$ cat src/rtl/back_end_pkg.sv
// Shared state encoding and default widths for the back_end output stage.
package back_end_pkg;

  localparam int unsigned DEFAULT_DATA_W = 32;
  localparam int unsigned DEFAULT_ADDR_W = 12;
  localparam int unsigned DEFAULT_SIZE_W = 16;
  localparam int unsigned DEFAULT_DEPTH  = 4;

  typedef enum logic [1:0] {
    StIdle = 2'd0,
    StRun  = 2'd1,
    StDone = 2'd2
  } state_e;

endpackage

$ cat src/rtl/be_fifo.sv
// Small synchronous FIFO with registered occupancy count; DEPTH must be a power of two.
module be_fifo #(
  parameter int unsigned DATA_W = 32,
  parameter int unsigned DEPTH  = 4
) (
  input  logic                         aclk,
  input  logic                         areset,
  input  logic                         push,
  input  logic                         pop,
  input  logic [DATA_W-1:0]            wdata,
  output logic [DATA_W-1:0]            rdata,
  output logic [$clog2(DEPTH+1)-1:0]   count,
  output logic                         full,
  output logic                         empty
);

  localparam int unsigned PtrW = $clog2(DEPTH);
  localparam int unsigned CntW = $clog2(DEPTH + 1);

  logic [DATA_W-1:0] mem_q [DEPTH];
  logic [PtrW-1:0]   wr_ptr_q;
  logic [PtrW-1:0]   rd_ptr_q;
  logic [CntW-1:0]   count_q;

  always_ff @(posedge aclk) begin
    if (push) begin
      mem_q[wr_ptr_q] <= wdata;
    end
  end

  // Pointers wrap naturally because DEPTH is a power of two.
  always_ff @(posedge aclk) begin
    if (areset) begin
      wr_ptr_q <= '0;
      rd_ptr_q <= '0;
      count_q  <= '0;
    end else begin
      if (push) wr_ptr_q <= wr_ptr_q + 1'b1;
      if (pop)  rd_ptr_q <= rd_ptr_q + 1'b1;
      case ({push, pop})
        2'b10:   count_q <= count_q + 1'b1;
        2'b01:   count_q <= count_q - 1'b1;
        default: count_q <= count_q;
      endcase
    end
  end

  assign rdata = mem_q[rd_ptr_q];
  assign count = count_q;
  assign full  = (count_q == CntW'(DEPTH));
  assign empty = (count_q == '0);

endmodule

$ cat src/rtl/back_end.sv
// Output stage: buffers front-end result words and writes them to consecutive memory addresses.
// Optional stall counter output enabled by defining BACK_END_STALL_CNT_EN.
module back_end
  import back_end_pkg::*;
#(
  parameter int unsigned DATA_W = DEFAULT_DATA_W,
  parameter int unsigned ADDR_W = DEFAULT_ADDR_W,
  parameter int unsigned SIZE_W = DEFAULT_SIZE_W,
  parameter int unsigned DEPTH  = DEFAULT_DEPTH
) (
  input  logic              aclk,
  input  logic              areset,
  input  logic              start,
  input  logic [SIZE_W-1:0] size,
  input  logic [ADDR_W-1:0] base_addr,
  input  logic              wr,
  input  logic [DATA_W-1:0] din,
  output logic              full,
  output logic              mem_ce,
  output logic              mem_we,
  output logic [ADDR_W-1:0] mem_addr,
  output logic [DATA_W-1:0] mem_dout,
  input  logic              mem_ready,
  output logic              done,
  output logic              err
`ifdef BACK_END_STALL_CNT_EN
  ,
  output logic [31:0]       stall_cnt
`endif
);

  localparam int unsigned CntW = $clog2(DEPTH + 1);

  state_e            state_q;
  logic [SIZE_W-1:0] size_q;
  logic [SIZE_W-1:0] acc_cnt_q;
  logic [SIZE_W-1:0] wr_cnt_q;
  logic [ADDR_W-1:0] base_q;
  logic              err_q;

  logic              run;
  logic              push;
  logic              pop;
  logic              empty;
  logic              last_commit;
  logic              err_set;
  logic [DATA_W-1:0] head;
  logic [CntW-1:0]   count;

  be_fifo #(
    .DATA_W (DATA_W),
    .DEPTH  (DEPTH)
  ) u_fifo (
    .aclk   (aclk),
    .areset (areset),
    .push   (push),
    .pop    (pop),
    .wdata  (din),
    .rdata  (head),
    .count  (count),
    .full   (full),
    .empty  (empty)
  );

  assign run         = (state_q == StRun);
  assign push        = wr & run & ~full & (acc_cnt_q < size_q);
  assign err_set     = wr & ~push;
  assign mem_ce      = run & ~empty;
  assign mem_we      = mem_ce;
  assign pop         = mem_ce & mem_ready;
  assign mem_dout    = mem_ce ? head : '0;
  assign mem_addr    = base_q + ADDR_W'(wr_cnt_q);
  // Jump to DONE on the final commit so done rises the very next cycle.
  assign last_commit = pop & ((wr_cnt_q + 1'b1) == size_q);
  assign done        = (state_q == StDone);
  assign err         = err_q;

  always_ff @(posedge aclk) begin
    if (areset) begin
      state_q   <= StIdle;
      size_q    <= '0;
      base_q    <= '0;
      acc_cnt_q <= '0;
      wr_cnt_q  <= '0;
      err_q     <= 1'b0;
    end else begin
      case (state_q)
        StIdle: begin
          if (start) begin
            err_q     <= 1'b0;
            acc_cnt_q <= '0;
            wr_cnt_q  <= '0;
            if (size == '0) begin
              state_q <= StDone;
            end else begin
              state_q <= StRun;
              size_q  <= size;
              base_q  <= base_addr;
            end
          end
        end
        StRun: begin
          if (push) acc_cnt_q <= acc_cnt_q + 1'b1;
          if (pop)  wr_cnt_q  <= wr_cnt_q + 1'b1;
          if (last_commit || ((wr_cnt_q == size_q) && (count == '0))) begin
            state_q <= StDone;
          end
        end
        StDone: begin
          if (!start) state_q <= StIdle;
        end
        default: state_q <= StIdle;
      endcase
      // A dropped word always flags, even in the cycle that leaves IDLE.
      if (err_set) err_q <= 1'b1;
    end
  end

`ifdef BACK_END_STALL_CNT_EN
  logic [31:0] stall_cnt_q;

  always_ff @(posedge aclk) begin
    if (areset) begin
      stall_cnt_q <= '0;
    end else if ((state_q == StIdle) && start && (size != '0)) begin
      stall_cnt_q <= '0;
    end else if (mem_ce && !mem_ready && (stall_cnt_q != '1)) begin
      stall_cnt_q <= stall_cnt_q + 1'b1;
    end
  end

  assign stall_cnt = stall_cnt_q;
`endif

endmodule

$ cat config.mk
export PLATFORM = sky130hd
export DESIGN_NAME = back_end
export DESIGN_NICKNAME = d
export VERILOG_FILES = /design/src/rtl/back_end_pkg.sv /design/src/rtl/be_fifo.sv /design/src/rtl/back_end.sv
export SDC_FILE = /design/constraint.sdc
export NUM_CORES = 1
export LEC_CHECK = 0
export CAP_MARGIN = 30
export CELL_PAD_IN_SITES_DETAIL_PLACEMENT = 1
export CELL_PAD_IN_SITES_GLOBAL_PLACEMENT = 2
export CORE_ASPECT_RATIO = 0.9
export CORE_UTILIZATION = 38
export CTS_CLUSTER_DIAMETER = 40
export DETAILED_ROUTE_END_ITERATION = 8
export HOLD_SLACK_MARGIN = 0.08
export MAX_ROUTING_LAYER = met4
export PLACE_DENSITY = 0.79
export SLEW_MARGIN = 25
export SYNTH_ARGS = -nofsm -noshare
export SYNTH_HDL_FRONTEND = slang
export SYNTH_HIERARCHICAL = 1
export SYNTH_SLANG_ARGS = --single-unit
$ cat constraint.sdc
create_clock -name aclk -period 4.5 [get_ports aclk]
set_clock_uncertainty 0.15 [all_clocks]
set_input_delay 0.9 -clock aclk [delete_from_list [all_inputs] [get_ports aclk]]
set_output_delay 0.9 -clock aclk [all_outputs]
set_load 0.03 [all_outputs]
==> results.tsv, run 1 <==
metric	value	unit
vias	6532	
fp.dieH	151.6	um
hold_buffers	0	
synth_edf_count	128	
power.density	363.9	nW/um2
synth_top_area_share	40.67	%
synth_nets	868	
hp-class	reg2reg	
syn_inst	768	
slowest_delay	0.68	ns
dpl.cell_count	1171	
die-area	25500	um2
synth-main-ff-cell	edfxtp_1	
gp_congestion	0.8456	
nets	982	
cts_buffers	17	
cp_num_cells	8	
min_path_cells	2	
path_cells	ha_1 > o21a_1 > o21a_1 > a2111oi_1 > buf_4 > nor2_1 > xnor2_1 > clkdlybuf4s50_1	
viasPerCell	5.425	
cts_tree	yes	
min_period	4.283	ns
syn_avg_cell_area	12.31	um2
end_kind	output pin	
wl_per_cell	19.78	um
yosysSeqAreaShare	55.92	%
die_width	168.2	um
grt_pass1_vias	6817	
fin_crit_sh	95.17	%
cts_sinks	200	
regToRegEndpoint	u_fifo/count[2]	
cp.required	3.45	ns
core	24320	um2
ioPinCount	114	
r2r-start	size_q[11]	
holdPathEnd	acc_cnt_q[15]	
htreeDepth	4	
finalSetupTns	0	ns
cpMostUsedCell	o21a_1	
run_status	finished, final reports clean	
relSlewSlack	50.80	%
rr_worst_depth	15	
path_buf_inv	2	
syn_area	9450	um2
clockBufferDepth	2	
ys_async_sr_fraction	0	%
overflow	0	
place_hpwl	16730	um
synth_cell_types	69	
hold_ws	0.3434	ns
initial_core_util	38.85	%
synth_top_cell_by_area	edfxtp_1	
dr.pass1.iters	4	
ir_drop	169.1	uV
rsz0062_at_grt	false	
ant_nets	0	
reg2reg_slack	0.83	ns
io_buffers	113	
clock_latency	0.44	ns
grt_pass1_wl	37400	um
cp.arrival	3.23	ns
grt_max_degree	36	
seq_area	5288	um2
tightest_slew	0.7380	ns
totalWireLength	23810	um
hold_viol	0	
maxSlewViolCount	0	
multi_input_area	3845	um2
path_delay_family	buffers and inverters	
drc	0	
cpMaxStageDelayCell	clkdlybuf4s50_1	
critPathKind	reg2out	
worstHoldStart	acc_cnt_q[15]	
ys_seq_elements	200	
fin_cells	1204	
critPathLaunchType	flop	
max-cap-violations	0	
p_leak	0.004010	uW
cts-root-buf	clkbuf_16	
clkTransAtPathRegs	0.08	ns
antenna_found_initial	1	
ys_warn_count	6	
grt_usage	19.84	%
synth_area_leaders	edfxtp_1 41%, dfxtp_1 15%, mux4_2 7.1%, ha_1 4.4%, and2_1 2.5%	
fillers	2552	
first_iter_violations	348	
rows	54	
drive_above_1_share	11.06	%
fmax	233.5	MHz
area_growth	22.24	%
crit_fanout	9	
setup_viol	0	
[per-stage QoR]
stage | setup slack [ns] | total power, uW | cell area, um2 | utilization [%]
final | 0.2172 | 4204 | 11550 | 47.49
after global routing | 0.007467 | 4364 | 11550 | 47.49
after CTS | 0.007680 | 4259 | 11550 | 47.47
after detailed placement | 0.3880 | 2663 | 10930 | 44.92
after global placement | 0.4596 | 2635 | 10920 | 44.89
after floorplan | 0.6762 | 2423 | 9450 | -
[area by class of cell]
class                      count  area share (%)
antenna                        1         0.02166
clock buffer                  17           3.682
clock inverter                15           1.646
inverter                      37           1.202
multi-input combinational    498           33.28
sequential                   200           45.77
tap                          308           3.336
timing repair buffer         128           11.06
[worst min-delay path, cell delays in order, from the launching register on]
cell,delay [ns]
dfxtp_1,0.34
nand2_1,0.06
mux2i_1,0.05
[flip-flops by register name, summed over array words and instances, names as in the netlist, named ones only]
| name | count |
|---|---|
| acc_cnt_q | 16 |
| base_q | 12 |
| err | 1 |
| size_q | 16 |
| state_q | 2 |
| u_fifo/count | 3 |
| u_fifo/mem_q | 128 |
| u_fifo/rd_ptr_q | 2 |
| u_fifo/wr_ptr_q | 2 |
| wr_cnt_q | 16 |
[cell usage after synthesis (11+ instances only)]
| cell type | number |
|---|---|
| a21oi_1 | 47 |
| and2_1 | 38 |
| and3_1 | 11 |
| clkbuf_1 | 19 |
| dfxtp_1 | 72 |
| edfxtp_1 | 128 |
| ha_1 | 33 |
| inv_1 | 36 |
| mux2i_1 | 18 |
| mux4_2 | 30 |
| nand2_1 | 42 |
| nand3_1 | 39 |
| nor2_1 | 53 |
| nor4_1 | 11 |
| o21ai_0 | 13 |
| or3_1 | 15 |
| xnor2_1 | 19 |
| xor2_1 | 20 |
[routing by layer]
| metal | part of all wire [%] | track usage (%) | up-vias |
|---|---|---|---|
| met5 | 0 | - | - |
| met4 | 1.1 | 4.727 | 0 |
| met3 | 4.2 | 4.130 | 21 |
| met2 | 49 | 32.82 | 129 |
| met1 | 46 | 25.09 | 3285 |
| li1 | - | - | 3097 |
[report_power, final]
part           leakage [uW]  switching, uW  internal (uW)  total (uW)
clock              0.000296            814            773        1590
combinational       0.00197            316            243         559
sequential          0.00174           44.7           2010        2060
[worst max-delay path by stage]
stage / from / end
2_1_floorplan: wr_cnt_q[0] / mem_addr[10]
3_3_place_gp: wr_cnt_q[4] / mem_addr[11]
3_5_place_dp: wr_cnt_q[4] / mem_addr[11]
4_1_cts: wr_cnt_q[0] / mem_addr[10]
5_1_grt: wr_cnt_q[4] / mem_addr[9]
6_report: wr_cnt_q[4] / mem_addr[9]
[timing repair]
item | CTS | global route
endpoints found under the setup margin | 2 | 1
resized for setup | 3 | 2
cloned | 0 | 0
endpoints found under the hold margin | 0 | 0
buffers inserted | 0 | 0
[layout by cell type, fill, tap and decap left out, types with 11 or more instances in the layout]
master,n
mux4_2,30
o21ai_0,13
dfxtp_1,70
and2_1,38
xor2_1,20
edfxtp_1,128
or3_1,15
a21oi_1,47
clkbuf_16,17
and3_1,11
nor4_1,11
inv_1,36
nand2_1,42
buf_4,12
ha_1,33
clkdlybuf4s50_1,110
xnor2_1,19
mux2i_1,18
nor2_1,53
nand3_1,39
[logic make-up after synthesis]
logic type	share of synthesized area [%]
DFF	55.92
adders and majority gates	4.793
xor gates and xnor gates	3.614
buffers and inverters	3.575
muxes	9.970
AOI/OAI and AO/OA	7.322
and+or+nand+nor	14.80
Note: power is estimated with default switching activity, not from simulation.
==> run 2, diff against run 1 <==
Settings changed: CORE_ASPECT_RATIO 0.9 to 0.7, SLEW_MARGIN 25 to 10.
==> results.tsv, run 2 (synthesis results as in run 1) <==
metric	value	unit
run_status	finished, final reports clean	
path_buf_inv	2	
end_kind	output pin	
largest_reg_flops	128	
wl_per_cell	20.31	um
setup_viol	0	
dr.pass1.iters	5	
io_buffers	113	
critPathKind	reg2out	
area_growth	22.26	%
global_route.usage.met2	30.93	%
place_hpwl	17460	um
p_leak	0.004012	uW
relSlewSlack	49.37	%
hold_buffers	0	
initial_core_util	39.39	%
cts_tree	yes	
ant_nets	0	
drc	0	
grt_max_degree	33	
use_met3	3.506	%
drive_above_1_share	11.46	%
grt_pass1_vias	6956	
p_int	3030	uW
die-area	25510	um2
maxSlewViolCount	0	
overflow	0	
cpMaxStageDelayCell	clkdlybuf4s50_1	
path_delay_family	buffers and inverters	
power.density	365.7	nW/um2
first_iter_violations	411	
fmax	236.2	MHz
clock_latency	0.44	ns
tightest_slew	0.7595	ns
critPathLaunchType	flop	
crit_fanout	8	
final_cell_mix	128 x edfxtp_1, 110 x clkdlybuf4s50_1, 69 x dfxtp_1	
htreeDepth	4	
min_period	4.234	ns
cp.arrival	3.18	ns
nets	986	
hold_viol	0	
layout_commonest_cell	edfxtp_1	
p_comb_share	13.5	%
p_seq_share	48.7	%
slowest_delay	0.69	ns
grt_pass1_wl	38760	um
rows	47	
hp-class	reg2reg	
viasPerCell	5.403	
gp_congestion	0.8655	
swShare	28.29	%
antenna_found_initial	0	
busiest_layer	met2	
use_met1	28.96	%
grt_usage	20.63	%
totalWireLength	24720	um
n_antenna_cell	0	
p_clk_share	37.8	%
total_power	4225	uW
cts-root-buf	clkbuf_16	
clockBufferDepth	2	
rsz0062_at_grt	false	
regMostFlops	u_fifo/mem_q	
cts_sinks	200	
fin_crit_sh	94.10	%
netSwitchingPower	1196	uW
core	23990	um2
clkTransAtPathRegs	0.08	ns
fp.dieH	133.9	um
max-cap-violations	0	
finalSetupTns	0	ns
cp.required	3.45	ns
ioPinCount	114	
cts_buffers	17	
vias	6575	
path_cells	ha_1 > inv_1 > fa_1 > nor2b_1 > o21ai_0 > a21oi_1 > o31ai_2 > xnor2_1 > clkdlybuf4s50_1	
fin_ws	0.2656	ns
die_width	190.5	um
ir_drop	229.0	uV
dp_slack	0.2938	ns
## run 2: cell count changes in the layout (fill, tap and decap cells not counted), sizes merged
cell	previous run	this run
inv	49	47
dlymetal6s2s	1	0
buf	16	20
clkinv	2	4
diode	1	0
dlygate4sd2	1	2
## run 2: routing by layer
layer	up-vias	wire length, um
li1	3101	-
met1	3329	12340
met2	135	11170
met3	10	1032
met4	0	173
met5	-	0
## run 2: repair_timing
action                                  in CTS  in global routing
endpoints found under the hold margin        0                  0
endpoints found under the setup margin       3                  2
resized for setup                            4                  2
cloned                                       0                  0
buffers inserted                             0                  0
## run 2: final timing paths
| path | start | end | slack (ns) | cells after the start |
|---|---|---|---|---|
| max | wr_cnt_q[0] | mem_addr[8] | 0.27 | 9 |
| min | acc_cnt_q[15] | acc_cnt_q[15] | 0.35 | 2 |
| max reg2reg | size_q[11] | u_fifo/count[2] | 1.08 | 15 |
| min reg2reg | acc_cnt_q[15] | acc_cnt_q[15] | 0.35 | 2 |
## run 2: through the flow
step / area, um2 / instances / util (%) / hold slack (ns)
2_1_floorplan: 9450 / 768 / - / 0.2971
3_3_place_gp: 10920 / 1184 / 45.50 / 0.3284
3_5_place_dp: 10920 / 1185 / 45.53 / 0.3376
4_1_cts: 11550 / 1217 / 48.14 / 0.3502
5_1_grt: 11550 / 1217 / 48.15 / 0.3912
6_report: 11550 / 1217 / 48.15 / 0.3465
## run 2: cell type report
cell class	count	area, um2
clock buffer	17	425.4
clock inverter	15	197.7
fill	2504	12440
inverter	37	138.9
multi-input combinational	498	3839
sequential	200	5289
tap	318	397.9
timing repair buffer	132	1266
## run 2: power groups by stage
stage,clock (uW),sequential [uW],combinational (uW)
after CTS,1650,2060,575
final,1600,2060,570
after global placement,0,2090,550
after floorplan,0,2080,340
after detailed placement,0,2100,574
after global routing,1690,2060,620
## run 2: tightest hold or removal path, stage by stage (launching register included)
cell     delay (ns)
dfxtp_1        0.33
nand2_1        0.06
mux2i_1        0.06
==> run 3, diff against run 2 <==
Settings changed: CTS_CLUSTER_DIAMETER 40 to 50, MAX_ROUTING_LAYER met4 to unset.
==> results.tsv, run 3 (synthesis results as in run 1) <==
metric	value	unit
multi_input_area	3839	um2
rsz0062_at_grt	false	
cts-root-buf	clkbuf_16	
path_cells	ha_1 > inv_1 > fa_1 > nor2b_1 > o21ai_0 > a21oi_1 > o31ai_2 > xnor2_1 > clkdlybuf4s50_1	
crit_fanout	8	
fin_crit_sh	94.17	%
grt_pass1_vias	6971	
p_clk_share	37.8	%
worstHoldStart	acc_cnt_q[15]	
post_cts_buffers	0	
fmax	236.0	MHz
seq_area	5289	um2
end_kind	output pin	
first_iter_violations	398	
ioPinCount	114	
r2r-start	size_q[11]	
drc	0	
clockBufferDepth	2	
cts_tree	yes	
critPathKind	reg2out	
run_status	finished, final reports clean	
regMostFlops	u_fifo/mem_q	
maxSlewViolCount	0	
ant_nets	0	
io_buffers	113	
fp.dieH	133.9	um
p_comb_share	13.5	%
p_seq_share	48.7	%
slowest_delay	0.69	ns
viasPerCell	5.418	
die_width	190.5	um
ir_drop	229.6	uV
cts_sinks	200	
htreeDepth	4	
cts_buffers	17	
hold_ws	0.3449	ns
area_growth	22.26	%
wl_per_cell	20.26	um
cp.arrival	3.19	ns
fillers	2504	
core	23990	um2
grt_usage	20.00	%
cp.required	3.45	ns
hp-class	reg2reg	
totalWireLength	24650	um
setup_viol	0	
swShare	28.19	%
largest_reg_flops	128	
power.density	365.2	nW/um2
cpMaxStageDelayCell	clkdlybuf4s50_1	
drive_above_1_share	11.46	%
n_antenna_cell	0	
clkTransAtPathRegs	0.08	ns
clock_latency	0.44	ns
rows	47	
layout_commonest_cell	edfxtp_1	
max-cap-violations	0	
hold_buffers	0	
critPathLaunchType	flop	
gp_congestion	0.8520	
overflow	0	
initial_core_util	39.39	%
min_period	4.238	ns
fin_ws	0.2624	ns
fin_cells	1217	
vias	6594	
finalSetupTns	0	ns
tightest_slew	0.7842	ns
dp_slack	0.2938	ns
antenna_found_initial	0	
place_hpwl	17460	um
dpl.cell_count	1185	
nets	986	
p_leak	0.004012	uW
final_cell_mix	128 x edfxtp_1, 110 x clkdlybuf4s50_1, 69 x dfxtp_1	
startpoint	wr_cnt_q[0]	
die-area	25510	um2
p_int	3030	uW
dr.pass1.iters	4	
hold_viol	0	
grt_max_degree	33	
grt_pass1_wl	38700	um
netSwitchingPower	1190	uW
relSlewSlack	47.72	%
## run 3: path summary, 6_finish.rpt
| path | cells after the start | to | slack [ns] |
|---|---|---|---|
| max reg2reg | 15 | u_fifo/count[2] | 1.08 |
| max | 9 | mem_addr[8] | 0.26 |
| min reg2reg | 2 | acc_cnt_q[15] | 0.34 |
| min | 2 | acc_cnt_q[15] | 0.34 |
## run 3: stage by stage
stage	power (uW)	cell area (um2)	util [%]
after CTS	4276	11550	48.14
after floorplan	2423	9450	-
final	4219	11550	48.15
after detailed placement	2672	10920	45.53
after global placement	2643	10920	45.50
after global routing	4371	11550	48.15
## run 3: area by class of cell
| class | instances | area share [%] |
|---|---|---|
| Inverter | 37 | 1.202 |
| Multi-Input combinational cell | 498 | 33.22 |
| Sequential cell | 200 | 45.78 |
| Tap cell | 318 | 3.444 |
| Clock buffer | 17 | 3.682 |
| Clock inverter | 15 | 1.711 |
| Timing Repair Buffer | 132 | 10.96 |
## run 3: worst max-delay path: cells and delay by family (launching register included)
| family | cells | cell delay [ns] |
|---|---|---|
| AND/OR/NAND/NOR | 1 | 0.13 |
| XOR/XNOR | 1 | 0.17 |
| buffers and inverters | 2 | 0.75 |
| flip-flops | 1 | 0.50 |
| adder cells (fa/ha/maj) | 2 | 0.63 |
| AO/OA/AOI/OAI | 3 | 0.59 |
## run 3: what timing repair did
action | 4_1_cts | 5_1_grt
gates resized for setup | 4 | 2
endpoints found under the setup margin | 3 | 2
endpoints found under the hold margin | 0 | 0
## run 3: metal layers
metal,vias to the layer above,global-route usage (%),wire [um]
li1,3103,-,-
met4,0,5.378,172
met5,-,0,0
met2,140,30.91,11130
met3,11,3.532,1056
met1,3340,28.91,12290
## run 3: power by group through the flow
stage | clock [uW] | sequential, uW | combinational (uW)
detailed placement | 0 | 2100 | 574
CTS | 1650 | 2060 | 575
global route | 1690 | 2060 | 619
global placement | 0 | 2090 | 550
finish | 1590 | 2060 | 570
floorplan | 0 | 2080 | 340
